===== config.mk =====
export PLATFORM = sky130hd
export DESIGN_NAME = uc_multiciclo_flat
export DESIGN_NICKNAME = d
export VERILOG_FILES = /design/src/rtl/uc_multiciclo_if.sv /design/src/rtl/uc_multiciclo.sv /design/src/flat_wrapper.sv
export SDC_FILE = /design/constraint.sdc
export NUM_CORES = 1
export LEC_CHECK = 0
export ABC_AREA = 1
export CELL_PAD_IN_SITES_DETAIL_PLACEMENT = 1
export CELL_PAD_IN_SITES_GLOBAL_PLACEMENT = 1
export CORE_MARGIN = 8
export CORE_UTILIZATION = 24
export DETAILED_ROUTE_END_ITERATION = 7
export GPL_TIMING_DRIVEN = 0
export PLACE_DENSITY_LB_ADDON = 0.1
export SYNTH_ARGS = -nofsm -noshare
export SYNTH_HDL_FRONTEND = slang
export SYNTH_SLANG_ARGS = --single-unit
export TNS_END_PERCENT = 5

===== constraint.sdc =====
create_clock -name clk -period 1.5 [get_ports clk]
set_input_delay 0.15 -clock clk [delete_from_list [all_inputs] [get_ports clk]]
set_output_delay 0.15 -clock clk [all_outputs]
set_load 0.005 [all_outputs]

===== src/rtl/uc_multiciclo_if.sv =====
// Control/datapath bundle of the multicycle MIPS control unit.
// master = control unit (drives the enables), slave = datapath side.
interface uc_multiciclo_if #(
  parameter int OP_W    = 6,
  parameter int ALUOP_W = 3,
  parameter int CNT_W   = 32
);
  logic [OP_W-1:0]    opcode;
  logic               mem_ready;
  logic               pc_write;
  logic               pc_write_cond;
  logic               ir_write;
  logic               i_or_d;
  logic               mem_read;
  logic               mem_write;
  logic               mem_to_reg;
  logic               reg_dst;
  logic               reg_write;
  logic               alu_src_a;
  logic [1:0]         alu_src_b;
  logic [ALUOP_W-1:0] alu_op;
  logic               branch;
  logic               jump;
  logic               illegal_op;
  logic [3:0]         state_dbg;
  logic [CNT_W-1:0]   instr_count;

  modport master (
    input  opcode, mem_ready,
    output pc_write, pc_write_cond, ir_write, i_or_d, mem_read, mem_write,
           mem_to_reg, reg_dst, reg_write, alu_src_a, alu_src_b, alu_op,
           branch, jump, illegal_op, state_dbg, instr_count
  );

  modport slave (
    output opcode, mem_ready,
    input  pc_write, pc_write_cond, ir_write, i_or_d, mem_read, mem_write,
           mem_to_reg, reg_dst, reg_write, alu_src_a, alu_src_b, alu_op,
           branch, jump, illegal_op, state_dbg, instr_count
  );
endinterface


===== src/rtl/uc_multiciclo.sv =====
// Multicycle MIPS control unit: Moore FSM with memory-ready stalls and illegal-opcode pulse.
// Optional retired-instruction counter enabled by defining UC_PERF_CNT_EN.
module uc_multiciclo #(
  parameter int OP_W    = 6,
  parameter int ALUOP_W = 3,
  parameter int CNT_W   = 32
) (
  input logic            clk,
  input logic            rst_n,
  uc_multiciclo_if.master bus
);
  localparam logic [3:0] S_IDLE      = 4'd0;
  localparam logic [3:0] S_FETCH     = 4'd1;
  localparam logic [3:0] S_DECODE    = 4'd2;
  localparam logic [3:0] S_EXEC_R    = 4'd3;
  localparam logic [3:0] S_EXEC_I    = 4'd4;
  localparam logic [3:0] S_MEM_ADDR  = 4'd5;
  localparam logic [3:0] S_MEM_READ  = 4'd6;
  localparam logic [3:0] S_MEM_WB    = 4'd7;
  localparam logic [3:0] S_MEM_WRITE = 4'd8;
  localparam logic [3:0] S_BRANCH    = 4'd9;
  localparam logic [3:0] S_JUMP      = 4'd10;
  localparam logic [3:0] S_WB_ALU    = 4'd11;

  // Full-width compare: any nonzero bit above [5:0] fails every match.
  localparam logic [OP_W-1:0] OP_R   = OP_W'(6'b000000);
  localparam logic [OP_W-1:0] OP_I   = OP_W'(6'b000001);
  localparam logic [OP_W-1:0] OP_LW  = OP_W'(6'b100010);
  localparam logic [OP_W-1:0] OP_LWI = OP_W'(6'b100011);
  localparam logic [OP_W-1:0] OP_SW  = OP_W'(6'b101010);
  localparam logic [OP_W-1:0] OP_BEQ = OP_W'(6'b000100);
  localparam logic [OP_W-1:0] OP_BNE = OP_W'(6'b000110);
  localparam logic [OP_W-1:0] OP_J   = OP_W'(6'b010000);

  localparam logic [ALUOP_W-1:0] ALU_ARITH = ALUOP_W'(3'b000);
  localparam logic [ALUOP_W-1:0] ALU_ADDR  = ALUOP_W'(3'b011);
  localparam logic [ALUOP_W-1:0] ALU_BEQ   = ALUOP_W'(3'b100);
  localparam logic [ALUOP_W-1:0] ALU_BNE   = ALUOP_W'(3'b101);
  localparam logic [ALUOP_W-1:0] ALU_PC4   = ALUOP_W'(3'b110);

  logic [3:0]      state_q, state_d;
  logic [OP_W-1:0] op_q;
  logic [3:0]      dec_nxt;
  logic            dec_ill;

  always_ff @(posedge clk or negedge rst_n) begin
    if (!rst_n) begin
      state_q <= S_IDLE;
      op_q    <= '0;
    end else begin
      state_q <= state_d;
      if (state_q == S_DECODE) op_q <= bus.opcode;
    end
  end

  always_comb begin
    dec_nxt = S_FETCH;
    dec_ill = 1'b0;
    case (bus.opcode)
      OP_R:                dec_nxt = S_EXEC_R;
      OP_I:                dec_nxt = S_EXEC_I;
      OP_LW, OP_LWI, OP_SW: dec_nxt = S_MEM_ADDR;
      OP_BEQ, OP_BNE:      dec_nxt = S_BRANCH;
      OP_J:                dec_nxt = S_JUMP;
      default:             dec_ill = 1'b1;
    endcase
  end

  always_comb begin
    state_d = state_q;
    case (state_q)
      S_IDLE:      state_d = S_FETCH;
      S_FETCH:     if (bus.mem_ready) state_d = S_DECODE;
      S_DECODE:    state_d = dec_nxt;
      S_EXEC_R:    state_d = S_WB_ALU;
      S_EXEC_I:    state_d = S_WB_ALU;
      S_MEM_ADDR:  state_d = (op_q == OP_LW)  ? S_MEM_READ :
                             (op_q == OP_LWI) ? S_WB_ALU   : S_MEM_WRITE;
      S_MEM_READ:  if (bus.mem_ready) state_d = S_MEM_WB;
      S_MEM_WB:    state_d = S_FETCH;
      S_MEM_WRITE: if (bus.mem_ready) state_d = S_FETCH;
      S_BRANCH:    state_d = S_FETCH;
      S_JUMP:      state_d = S_FETCH;
      S_WB_ALU:    state_d = S_FETCH;
      default:     state_d = S_IDLE;
    endcase
  end

  always_comb begin
    bus.pc_write      = 1'b0;
    bus.pc_write_cond = 1'b0;
    bus.ir_write      = 1'b0;
    bus.i_or_d        = 1'b0;
    bus.mem_read      = 1'b0;
    bus.mem_write     = 1'b0;
    bus.mem_to_reg    = 1'b0;
    bus.reg_dst       = 1'b0;
    bus.reg_write     = 1'b0;
    bus.alu_src_a     = 1'b0;
    bus.alu_src_b     = 2'b00;
    bus.alu_op        = ALU_ARITH;
    bus.branch        = 1'b0;
    bus.jump          = 1'b0;
    bus.illegal_op    = 1'b0;
    bus.state_dbg     = state_q;
    case (state_q)
      S_FETCH: begin
        bus.mem_read  = 1'b1;
        bus.alu_src_b = 2'b01;
        bus.alu_op    = ALU_PC4;
        bus.ir_write  = bus.mem_ready;
        bus.pc_write  = bus.mem_ready;
      end
      S_DECODE: begin
        bus.alu_src_b  = 2'b10;
        bus.illegal_op = dec_ill;
      end
      S_EXEC_R: bus.alu_src_a = 1'b1;
      S_EXEC_I: begin
        bus.alu_src_a = 1'b1;
        bus.alu_src_b = 2'b10;
      end
      S_MEM_ADDR: begin
        bus.alu_src_a = 1'b1;
        bus.alu_src_b = 2'b10;
        bus.alu_op    = ALU_ADDR;
      end
      S_MEM_READ: begin
        bus.mem_read = 1'b1;
        bus.i_or_d   = 1'b1;
      end
      S_MEM_WB: begin
        bus.reg_write  = 1'b1;
        bus.mem_to_reg = 1'b1;
      end
      S_MEM_WRITE: begin
        bus.mem_write = 1'b1;
        bus.i_or_d    = 1'b1;
      end
      S_BRANCH: begin
        bus.alu_src_a     = 1'b1;
        bus.pc_write_cond = 1'b1;
        bus.branch        = 1'b1;
        bus.alu_op        = (op_q == OP_BEQ) ? ALU_BEQ : ALU_BNE;
      end
      S_JUMP: begin
        bus.pc_write = 1'b1;
        bus.jump     = 1'b1;
      end
      S_WB_ALU: begin
        bus.reg_write = 1'b1;
        bus.reg_dst   = (op_q != OP_LWI);
      end
      default: ;
    endcase
  end

`ifdef UC_PERF_CNT_EN
  logic [CNT_W-1:0] cnt_q;
  logic             retire;

  // Illegal opcodes reach FETCH from DECODE, so they never qualify here.
  assign retire = (state_d == S_FETCH) &&
                  (state_q == S_MEM_WB || state_q == S_WB_ALU || state_q == S_BRANCH ||
                   state_q == S_JUMP   || state_q == S_MEM_WRITE);

  always_ff @(posedge clk or negedge rst_n) begin
    if (!rst_n)      cnt_q <= '0;
    else if (retire) cnt_q <= cnt_q + 1'b1;
  end

  assign bus.instr_count = cnt_q;
`else
  assign bus.instr_count = '0;
`endif
endmodule


===== src/flat_wrapper.sv =====
// flat-port wrapper written by rule: the top's interface ports become plain ports
module uc_multiciclo_flat 
#(
  parameter int OP_W    = 6,
  parameter int ALUOP_W = 3,
  parameter int CNT_W   = 32
)
  (clk, rst_n, bus_opcode, bus_mem_ready, bus_pc_write, bus_pc_write_cond, bus_ir_write, bus_i_or_d, bus_mem_read, bus_mem_write, bus_mem_to_reg, bus_reg_dst, bus_reg_write, bus_alu_src_a, bus_alu_src_b, bus_alu_op, bus_branch, bus_jump, bus_illegal_op, bus_state_dbg, bus_instr_count);
  uc_multiciclo_if #(.OP_W(OP_W), .ALUOP_W(ALUOP_W), .CNT_W(CNT_W)) bus_i ();
  input logic clk;
  input logic rst_n;
  input wire logic [$bits(bus_i.opcode)-1:0] bus_opcode;
  input wire logic [$bits(bus_i.mem_ready)-1:0] bus_mem_ready;
  output wire logic [$bits(bus_i.pc_write)-1:0] bus_pc_write;
  output wire logic [$bits(bus_i.pc_write_cond)-1:0] bus_pc_write_cond;
  output wire logic [$bits(bus_i.ir_write)-1:0] bus_ir_write;
  output wire logic [$bits(bus_i.i_or_d)-1:0] bus_i_or_d;
  output wire logic [$bits(bus_i.mem_read)-1:0] bus_mem_read;
  output wire logic [$bits(bus_i.mem_write)-1:0] bus_mem_write;
  output wire logic [$bits(bus_i.mem_to_reg)-1:0] bus_mem_to_reg;
  output wire logic [$bits(bus_i.reg_dst)-1:0] bus_reg_dst;
  output wire logic [$bits(bus_i.reg_write)-1:0] bus_reg_write;
  output wire logic [$bits(bus_i.alu_src_a)-1:0] bus_alu_src_a;
  output wire logic [$bits(bus_i.alu_src_b)-1:0] bus_alu_src_b;
  output wire logic [$bits(bus_i.alu_op)-1:0] bus_alu_op;
  output wire logic [$bits(bus_i.branch)-1:0] bus_branch;
  output wire logic [$bits(bus_i.jump)-1:0] bus_jump;
  output wire logic [$bits(bus_i.illegal_op)-1:0] bus_illegal_op;
  output wire logic [$bits(bus_i.state_dbg)-1:0] bus_state_dbg;
  output wire logic [$bits(bus_i.instr_count)-1:0] bus_instr_count;
  assign bus_i.opcode = bus_opcode;
  assign bus_i.mem_ready = bus_mem_ready;
  assign bus_pc_write = bus_i.pc_write;
  assign bus_pc_write_cond = bus_i.pc_write_cond;
  assign bus_ir_write = bus_i.ir_write;
  assign bus_i_or_d = bus_i.i_or_d;
  assign bus_mem_read = bus_i.mem_read;
  assign bus_mem_write = bus_i.mem_write;
  assign bus_mem_to_reg = bus_i.mem_to_reg;
  assign bus_reg_dst = bus_i.reg_dst;
  assign bus_reg_write = bus_i.reg_write;
  assign bus_alu_src_a = bus_i.alu_src_a;
  assign bus_alu_src_b = bus_i.alu_src_b;
  assign bus_alu_op = bus_i.alu_op;
  assign bus_branch = bus_i.branch;
  assign bus_jump = bus_i.jump;
  assign bus_illegal_op = bus_i.illegal_op;
  assign bus_state_dbg = bus_i.state_dbg;
  assign bus_instr_count = bus_i.instr_count;
  uc_multiciclo #(.OP_W(OP_W), .ALUOP_W(ALUOP_W), .CNT_W(CNT_W)) u_core (.clk(clk), .rst_n(rst_n), .bus(bus_i));
endmodule

==> results.py <==
metrics = {
    "setup_path": {
        "path_class": "flip-flop to primary output",
        "cp_slowest_stage_delay_ns": 0.50,
        "worstPathCellList": "buf_4 -> nor2_4 -> nand3_2 -> inv_2 -> clkdlybuf4s50_1",
        "end_kind": "primary output",
        "path_buf_inv": 3,
        "startpoint_type": "flip-flop",
        "required_ns": 1.35,
        "path_max_fanout": 4,
        "cp_slowest_cell": "clkdlybuf4s50_1",
        "arrival_ns": 1.59,
        "crit_family": "buffers and inverters",
        "crit_path_start": "u_core.bus.state_dbg[3]$_DFFE_PN0P_",
        "r2r-start": "u_core.bus.state_dbg[3]$_DFFE_PN0P_",
    },
    "routing": {
        "drt_wl_total_um": 3660,
        "via_count": 1168,
        "drt-initial-drc-count": 24,
        "wl_per_cell_um": 12.7,
        "drc_errors": 0,
        "postRouteAntennaNets": 0,
        "drt-pass1-iter-count": 4,
        "routed_via_density": 4.06,
    },
    "placed_design": {
        "pre_cts_slack_ns": -0.418,
        "postPlaceCellArea_um2": 1520,
        "routabilityCongestion": 0.778,
        "numPortBuffers": 30,
        "dp_hpwl_um": 3000,
    },
    "floorplanning": {
        "initial_utilization_pct": 24.4,
        "placementRows": 24,
        "io_pins": 63,
        "core_area_um2": 4260,
        "die_area_um2": 6700,
        "die_h_um": 81.9,
        "die_x_um": 81.9,
    },
    "synth": {
        "synthMostInstantiatedCell": "buf_4",
        "synth_cells": 158,
        "syn_area_um2": 1040,
        "synth_top_area_share_pct": 24.5,
        "yosys_most_used_dff": "dfrtp_1",
        "yosysUniqueCellTypes": 23,
        "synth-seq-cells": 10,
        "synth_commonest_cells": "34 x buf_4, 28 x nand2_1, 22 x nor2_1, 19 x inv_1, 10 x dfrtp_1",
        "syn_area_per_cell_um2": 6.59,
        "synth_edf_count": 0,
        "synth.top_cells.by_area": "buf_4 25%, dfrtp_1 24%, nand2_1 10%",
        "synth_seq_area_share_pct": 24.0,
        "yosys_warnings": 0,
        "synth_top_area_cell": "buf_4",
        "postSynth.asyncResetShare_pct": 100,
    },
    "layout": {
        "area_growth_pct": 67.2,
        "fin_nets": 246,
        "fin_area_um2": 1740,
        "antenna_cells": 0,
        "fill_cells": 588,
        "drive_gt1_share_pct": 34.3,
        "final_core_util_pct": 40.8,
    },
    "sta": {
        "setup_ws_ns": -0.237,
        "slew_viol_final": 0,
        "min_period_ns": 1.74,
        "hold_ws_ns": 0.229,
        "final-hold-violation-count": 0,
        "finalClockSkew_ns": 0.00620,
        "clock.fmax_ghz": 0.576,
        "finalCritPeriodShare_pct": 116,
        "rsz0062_at_grt": "yes",
        "setup_violations": 11,
    },
    "clocking": {
        "cts.sinks": 10,
        "h-tree-depth": 1,
        "insertion_delay_ns": 0.23,
        "cts_root_buf": "clkbuf_8",
        "clk_pin_slew_ns": 0.05,
        "cts_tree": "built",
        "cts-buffers-inserted": 3,
        "cts_hold_buf": 0,
        "clk_path_buf_depth": 2,
    },
    "min_path": {
        "hp-class": "input port to asynchronous set/reset pin",
    },
    "global_routing": {
        "grt_pass1_vias": 1316,
        "gr-total-overflow": 0,
        "grt_max_degree": 11,
        "antenna_found_initial": 0,
        "track_usage_pct": 11.2,
        "grt_pass1_wl_um": 6000,
    },
    "power_and_ir_drop": {
        "leakage_nw": 1.01,
        "vdd_drop_max_uv": 346,
        "power_density_nw_per_um2": 1400,
        "p_total_mw": 2.44,
    },
    "job": {
        "drv_cap": 0,
    },
    "run_status": {
        "status": "complete, but fails checks",
        "failed_checks": "setup timing",
    },
}
-- worst reg2reg max path, delay by kind of cell, from the launching register on --
kind                   cells  cell delay, ns
and+or+nand+nor            5            0.47
DFF                        1            0.39
buffers and inverters      4            0.51
AOI/OAI and AO/OA          1            0.07
-- per-layer routing --
layer | vias to the layer above | track usage, % | share of wire (%) | routed length, um
met4 | 0 | 4.39 | 1.4 | 50
li1 | 583 | - | - | -
met1 | 544 | 11.0 | 36 | 1310
met3 | 4 | 2.52 | 7.1 | 259
met2 | 37 | 21.9 | 56 | 2050
met5 | - | 0 | 0 | 0
-- worst paths after layout --
| kind | endpoint | slack (ns) | depth (start not counted) |
|---|---|---|---|
| min in group clk | u_core.op_q[5]$_DFFE_PN0P_ | 0.53 | 2 |
| setup / recovery | bus_alu_src_b[0] | -0.24 | 5 |
| hold reg to reg | u_core.op_q[5]$_DFFE_PN0P_ | 0.53 | 2 |
| hold / removal | u_core.op_q[4]$_DFFE_PN0P_ | 0.23 | 1 |
| setup reg to reg | u_core.bus.state_dbg[1]$_DFFE_PN0P_ | -0.01 | 10 |
| max in group asynchronous | u_core.bus.state_dbg[1]$_DFFE_PN0P_ | 0.93 | 1 |
-- flip-flops by register name (all words and copies together), names as in the netlist --
name and cells:
u_core.op_q 6, u_core.bus.state_dbg 4
-- final cells by class --
type / instances / area, um^2 / area share (%)
Buffer: 34 / 263 / 15.1
Clock buffer: 4 / 55.1 / 3.16
Inverter: 23 / 88.8 / 5.10
Multi-Input combinational cell: 122 / 624 / 35.9
Sequential cell: 10 / 254 / 14.6
Tap cell: 52 / 65.1 / 3.74
Timing Repair Buffer: 43 / 390 / 22.4
-- cell usage in the layout, fill, tap and decap left out --
master / netlist / layout
dlymetal6s2s_1: 0 / 2
nor3_2: 0 / 1
dlygate4sd2_1: 0 / 11
nor2_1: 22 / 18
buf_4: 34 / 44
buf_2: 0 / 1
inv_4: 0 / 1
a31oi_1: 1 / 1
o22ai_1: 1 / 1
o211ai_1: 3 / 3
a21oi_1: 1 / 1
o21ai_1: 2 / 2
conb_1: 1 / 32
nand3_2: 1 / 2
nor2_4: 2 / 5
inv_1: 19 / 17
clkdlybuf4s15_1: 0 / 2
clkdlybuf4s50_1: 0 / 12
dfrtp_1: 10 / 7
buf_6: 0 / 5
dfrtp_2: 0 / 3
nand2_1: 28 / 26
o31ai_1: 1 / 1
clkbuf_8: 0 / 4
nand2_4: 1 / 2
o21ai_4: 1 / 1
nand4_1: 3 / 3
inv_2: 4 / 5
nand2_8: 0 / 1
nand2_2: 4 / 4
nand3_1: 9 / 8
o21ai_0: 8 / 8
nor2_2: 1 / 2
-- through the flow --
| step | instances | setup TNS, ns |
|---|---|---|
| 2_1_floorplan | 189 | 0 |
| 3_3_place_gp | 271 | -2.51 |
| 3_5_place_dp | 271 | -3.21 |
| 4_1_cts | 287 | -1.48 |
| 5_1_grt | 288 | -2.10 |
| 6_report | 288 | -0.941 |
-- report_power, final --
part	total (mW)	leakage, nW	switching (mW)	internal (mW)
Combinational	1.61	0.858	0.843	0.765
Sequential	0.495	0.121	0.0979	0.397
Clock	0.336	0.0288	0.105	0.231
Total	2.44	1.01	1.05	1.39
-- logic make-up after synthesis --
group / after synthesis / share of synthesized area (%)
and+or+nand+nor: 72 / 31.9
buffers and inverters: 57 / 32.8
AOI/OAI and AO/OA: 18 / 10.9
DFF: 10 / 24.0
other: 1 / 0.360
-- what timing repair did --
item / in CTS / in global routing
gates resized for setup: 38 / 12
setup endpoints to repair: 18 / 21
setup buffers: 12 / 1
pin swaps: 5 / 4
(Power assumes the default switching activity.)
